==> src/rtl/pwm_cmp_demux_8ch_pkg.sv <==
// Shared types for the 8-channel double-buffered PWM compare distributor.
// Supplies the count width if the surrounding build has not defined it.
`ifndef PWMCOUNT_WIDTH
`define PWMCOUNT_WIDTH 16
`endif

package pwm_cmp_demux_8ch_pkg;
  localparam int PWM_NCH = 8;
  localparam int PWM_W   = `PWMCOUNT_WIDTH;

  typedef enum logic [1:0] {
    IDLE = 2'd0,
    PEND = 2'd1,
    XFER = 2'd2
  } pwm_demux_state_t;

  function automatic logic [PWM_NCH-1:0] sel_decode(input logic [2:0] sel);
    logic [PWM_NCH-1:0] onehot;
    onehot      = '0;
    onehot[sel] = 1'b1;
    return onehot;
  endfunction
endpackage

==> src/rtl/pwm_shadow_reg.sv <==
// One channel: shadow register written at any time, copied to the active
// register on commit only if the channel has a pending write.
module pwm_shadow_reg
  import pwm_cmp_demux_8ch_pkg::*;
#(
  parameter logic [PWM_W-1:0] DEFAULT_VAL = '0
) (
  input  logic             clk,
  input  logic             rstn,
  input  logic             wr_en_i,
  input  logic [PWM_W-1:0] wr_dat_i,
  input  logic             commit_i,
  output logic [PWM_W-1:0] active_o,
  output logic             pending_o
);
  logic [PWM_W-1:0] shadow_q, shadow_d;
  logic [PWM_W-1:0] active_q, active_d;
  logic             pending_q, pending_d;

  always_comb begin
    shadow_d  = wr_en_i ? wr_dat_i : shadow_q;
    active_d  = (commit_i && pending_q) ? shadow_q : active_q;
    pending_d = pending_q;
    if (wr_en_i)       pending_d = 1'b1;
    else if (commit_i) pending_d = 1'b0;
  end

  always_ff @(posedge clk or negedge rstn) begin
    if (!rstn) begin
      shadow_q  <= DEFAULT_VAL;
      active_q  <= DEFAULT_VAL;
      pending_q <= 1'b0;
    end else begin
      shadow_q  <= shadow_d;
      active_q  <= active_d;
      pending_q <= pending_d;
    end
  end

  assign active_o  = active_q;
  assign pending_o = pending_q;
endmodule

==> src/rtl/pwm_cmp_demux_8ch.sv <==
// 1-to-8 double-buffered PWM compare distributor: writes land in shadows,
// a load strobe commits all pending shadows at once. Clamp option: PWM_DEMUX_CLAMP_EN.
module pwm_cmp_demux_8ch
  import pwm_cmp_demux_8ch_pkg::*;
#(
  parameter logic [`PWMCOUNT_WIDTH-1:0] DEFAULT_VAL = '0
) (
  input  logic                       clk,
  input  logic                       rstn,
  input  logic [`PWMCOUNT_WIDTH-1:0] in_0,
  input  logic [2:0]                 sel_0,
  input  logic                       wr_valid,
  output logic                       wr_ready,
  input  logic                       load,
  input  logic [`PWMCOUNT_WIDTH-1:0] period_max,
  output logic [`PWMCOUNT_WIDTH-1:0] out_0,
  output logic [`PWMCOUNT_WIDTH-1:0] out_1,
  output logic [`PWMCOUNT_WIDTH-1:0] out_2,
  output logic [`PWMCOUNT_WIDTH-1:0] out_3,
  output logic [`PWMCOUNT_WIDTH-1:0] out_4,
  output logic [`PWMCOUNT_WIDTH-1:0] out_5,
  output logic [`PWMCOUNT_WIDTH-1:0] out_6,
  output logic [`PWMCOUNT_WIDTH-1:0] out_7,
  output logic [7:0]                 pending,
  output logic                       clamped
);
  pwm_demux_state_t   state_q;
  logic               wr_acc;
  logic               commit;
  logic [PWM_NCH-1:0] wr_en_vec;
  logic [PWM_W-1:0]   wr_dat;
  logic [PWM_W-1:0]   act [PWM_NCH];

  assign wr_ready  = (state_q != XFER);
  assign wr_acc    = wr_valid && wr_ready;
  assign commit    = (state_q == XFER);
  assign wr_en_vec = wr_acc ? sel_decode(sel_0) : '0;

`ifdef PWM_DEMUX_CLAMP_EN
  logic clamped_q;

  assign wr_dat = (in_0 > period_max) ? period_max : in_0;

  always_ff @(posedge clk or negedge rstn) begin
    if (!rstn)                            clamped_q <= 1'b0;
    else if (wr_acc && in_0 > period_max) clamped_q <= 1'b1;
  end

  assign clamped = clamped_q;
`else
  logic [PWM_W-1:0] unused_period_max;

  assign unused_period_max = period_max;
  assign wr_dat            = in_0;
  assign clamped           = 1'b0;
`endif

  // IDLE ignores load so an empty pending set never costs a blocked cycle.
  always_ff @(posedge clk or negedge rstn) begin
    if (!rstn) begin
      state_q <= IDLE;
    end else begin
      case (state_q)
        IDLE:    if (wr_acc) state_q <= PEND;
        PEND:    if (load)   state_q <= XFER;
        XFER:    state_q <= IDLE;
        default: state_q <= IDLE;
      endcase
    end
  end

  for (genvar i = 0; i < PWM_NCH; i++) begin : g_ch
    pwm_shadow_reg #(.DEFAULT_VAL(DEFAULT_VAL)) u_ch (
      .clk      (clk),
      .rstn     (rstn),
      .wr_en_i  (wr_en_vec[i]),
      .wr_dat_i (wr_dat),
      .commit_i (commit),
      .active_o (act[i]),
      .pending_o(pending[i])
    );
  end

  assign out_0 = act[0];
  assign out_1 = act[1];
  assign out_2 = act[2];
  assign out_3 = act[3];
  assign out_4 = act[4];
  assign out_5 = act[5];
  assign out_6 = act[6];
  assign out_7 = act[7];
endmodule
==> config.mk <==
export PLATFORM = sky130hd
export DESIGN_NAME = pwm_cmp_demux_8ch
export DESIGN_NICKNAME = d
export VERILOG_FILES = /design/src/rtl/pwm_cmp_demux_8ch_pkg.sv /design/src/rtl/pwm_shadow_reg.sv /design/src/rtl/pwm_cmp_demux_8ch.sv
export SDC_FILE = /design/constraint.sdc
export NUM_CORES = 1
export LEC_CHECK = 0
export BUFFER_PORTS_ARGS = -buffer_cell sky130_fd_sc_hd__buf_2
export CORE_MARGIN = 3
export CORE_UTILIZATION = 47
export CTS_CLUSTER_SIZE = 14
export DETAILED_ROUTE_END_ITERATION = 8
export PLACE_DENSITY = 0.72
export SETUP_SLACK_MARGIN = 0.05
export SYNTH_ARGS = -nofsm -noshare
export SYNTH_HDL_FRONTEND = slang
export SYNTH_SLANG_ARGS = --single-unit
==> constraint.sdc <==
create_clock -name clk -period 3.53 [get_ports clk]
set_input_delay 0.1765 -clock clk [delete_from_list [all_inputs] [get_ports clk]]
set_output_delay 0.1765 -clock clk [all_outputs]
set_load 0.05 [all_outputs]
==> results.yml <==
status:
  outcome: "finished clean"
clocking:
  hold_buffers: 3
  cts-htree-levels: 1
  cts_buffer_depth: 3
  clock_latency_ps: 520
  cts_resized: 0
  cts_tree: "yes"
  numCtsBuffers: 28
  cts.clk_slew.worst_paths_ps: 60
  cts.sinks: 266
  post_cts_buffers: 0
  root_buffer: "clkbuf_16"
placed_design:
  place_inst: 999
  io_buffer_count: 159
  dp_hpwl_um: 14070
  place.gp.congestion: 0.7570
timing:
  setup_viol: 0
  skew_ps: 13.10
  worst_pin_slew_ps: 1002
  maxSlewViolCount: 0
  slew_headroom_pct: 33.17
  final_period_minus_worst_setup_slack_ps: 2286
  rsz0062_at_grt: "false"
  finalSetupTns_ps: 0
  hold_violations: 0
  period_share_pct: 64.76
  fmax_mhz: 437.5
worst_setup_path:
  path_depth: 5
  cpPeakStageDelay_ps: 690
  arrival_ps: 2690
  worstSetupEndpointType: "register"
  critPathKind: "reg -> reg"
  cp_num_buf_inv: 2
  ff2ff_path_depth: 5
  crit_fanout: 17
  start_kind: "register"
  cp_top_family: "simple AND/OR/NAND/NOR gates"
  cp_data_required_time_ps: 3930
  critical-path-slowest-cell: "nand3_1"
  critical_path.cell_chain: "nor2b_1 > buf_4 > inv_2 > nand3_1 > mux2_2"
pwr:
  power_density_mw_per_mm2: 1043
  vdd_drop_max_mv: 0.7089
  p_leak_nw: 5.811
min_path:
  min_delay_path_depth: 2
  hp-class: "in -> reg"
floorplan:
  die_w_um: 152.2
  die_height_um: 152.2
  die-area_mm2: 0.02316
  num_io_pins: 177
  num_rows: 52
  start_util_pct: 48.70
  core_area_mm2: 0.02062
drt:
  viasPerCell: 5.209
  drt_iter0_drc: 138
  drc: 0
  antenna_left: 0
  avgRoutedWirePerCell_um: 19.88
  totalWireLength_um: 20940
  vias: 5485
  dr.pass1.iters: 4
layout:
  diodes: 0
  instances_no_fill: 1053
  seq_area_mm2: 0.006656
  final_nets: 801
  fillers: 1605
  layout-area-overhead-vs-synth_pct: 19.66
  drive_gt1_share_pct: 60.92
  multiInputGateArea_mm2: 0.003152
synthesis:
  yosysWarnings: 0
  synth_area_mm2: 0.01004
  yosysTopAreaCell: "dfrtp_1"
  synth-edff-count: 0
  synth_top_area_share_pct: 66.28
  post_synth_main_area_contributors: "dfrtp_1, mux2_2, mux2_4, buf_4, nand2_1"
  yosysUniqueCellTypes: 23
  synth.most_common_cell: "dfrtp_1"
  postSynthAreaPerCell_um2: 16.94
  seq_area_frac_synth_pct: 66.28
  ys_async_sr_fraction_pct: 100.0
  syn_nets: 632
  ys.flop_type: "dfrtp_1"
  ys_seq_elements: 266
  synth_cells: 593
  synth_commonest_cells: "dfrtp_1, mux2_2, nand2_1"
run:
  maxCapViolations: 0
global_route:
  grt_overflow_total: 0
  antenna_found_initial: 2
  grt_pass1_vias: 5975
  grt_max_degree: 136
  grt_pass1_wl_um: 33870
  track_usage_pct: 18.14
power by group:
part	leakage [nW]	switching (mW)	internal [mW]	total, mW
logic	2.08	3.47	1.38	4.85
clock network	0.473	1.14	1.80	2.94
registers	3.26	0.584	4.16	4.75
total	5.81	5.20	7.34	12.5
layout make-up:
class	count	area share, %
Sequential cell	266	55.39
Clock buffer	37	6.622
Multi-Input combinational cell	294	26.23
Tap cell	270	2.811
Timing Repair Buffer	170	7.663
Clock inverter	14	1.229
Inverter	2	0.06247
cells in the final DEF (no fill, tap or decap), drive strengths merged:
cell           n
dfrtp        266
mux2         256
buf          167
clkbuf        37
nand2         18
clkinv        10
a21o           4
bufinv         3
dlygate4sd3    3
nor3           2
nand3          2
or3b           2
nor2           2
inv            2
nor3b          2
nor2b          1
nor4           1
nand3b         1
or4b           1
mux2i          1
conb           1
clkinvlp       1
metrics by stage:
step           hold WS [ps]  power, mW  area, um^2  utilization [%]  setup WS, ps
5_1_grt               60.35      13.10       12020            58.27          1090
2_1_floorplan        -119.1      8.440       10040                -          1676
3_3_place_gp          344.8      9.540       11040            53.55          1293
3_5_place_dp          368.3      9.686       11040            53.55          1234
6_report              54.95      12.54       12020            58.27          1244
4_1_cts               41.18      12.67       12020            58.27          1217
routing by layer:
layer / part of all wire (%) / global-route usage (%)
met1: 44 / 24.52
met2: 48 / 29.97
met3: 6.3 / 4.913
met4: 2.0 / 3.639
met5: 0.067 / 0
cell families after synthesis:
group,share of synthesized area (%)
multiplexers,29.14
AO/OA/AOI/OAI,0.2990
AND/OR/NAND/NOR,1.906
flip-flops,66.28
buffers and inverters,2.342
other,0.03734
worst paths after layout:
| check | start | end | slack [ps] |
|---|---|---|---|
| max | state_q[1] | g_ch[4].u_ch.shadow_q[8] | 1240 |
| min | in_0[5] | g_ch[4].u_ch.shadow_q[5] | 50 |
| max reg2reg | state_q[1] | g_ch[4].u_ch.shadow_q[8] | 1240 |
| min reg2reg | state_q[1] | state_q[1] | 450 |
| max in group asynchronous | rstn | g_ch[6].u_ch.active_o[4] | 2200 |
| min in group asynchronous | rstn | g_ch[0].u_ch.active_o[2] | 340 |
sequential cells by signal (all words and copies together) (netlist names):
signal and flops:
state_q 2, g_ch.u_ch.shadow_q 128, g_ch.u_ch.pending_o 8, g_ch.u_ch.active_o 128
(Power assumes the default switching activity.)
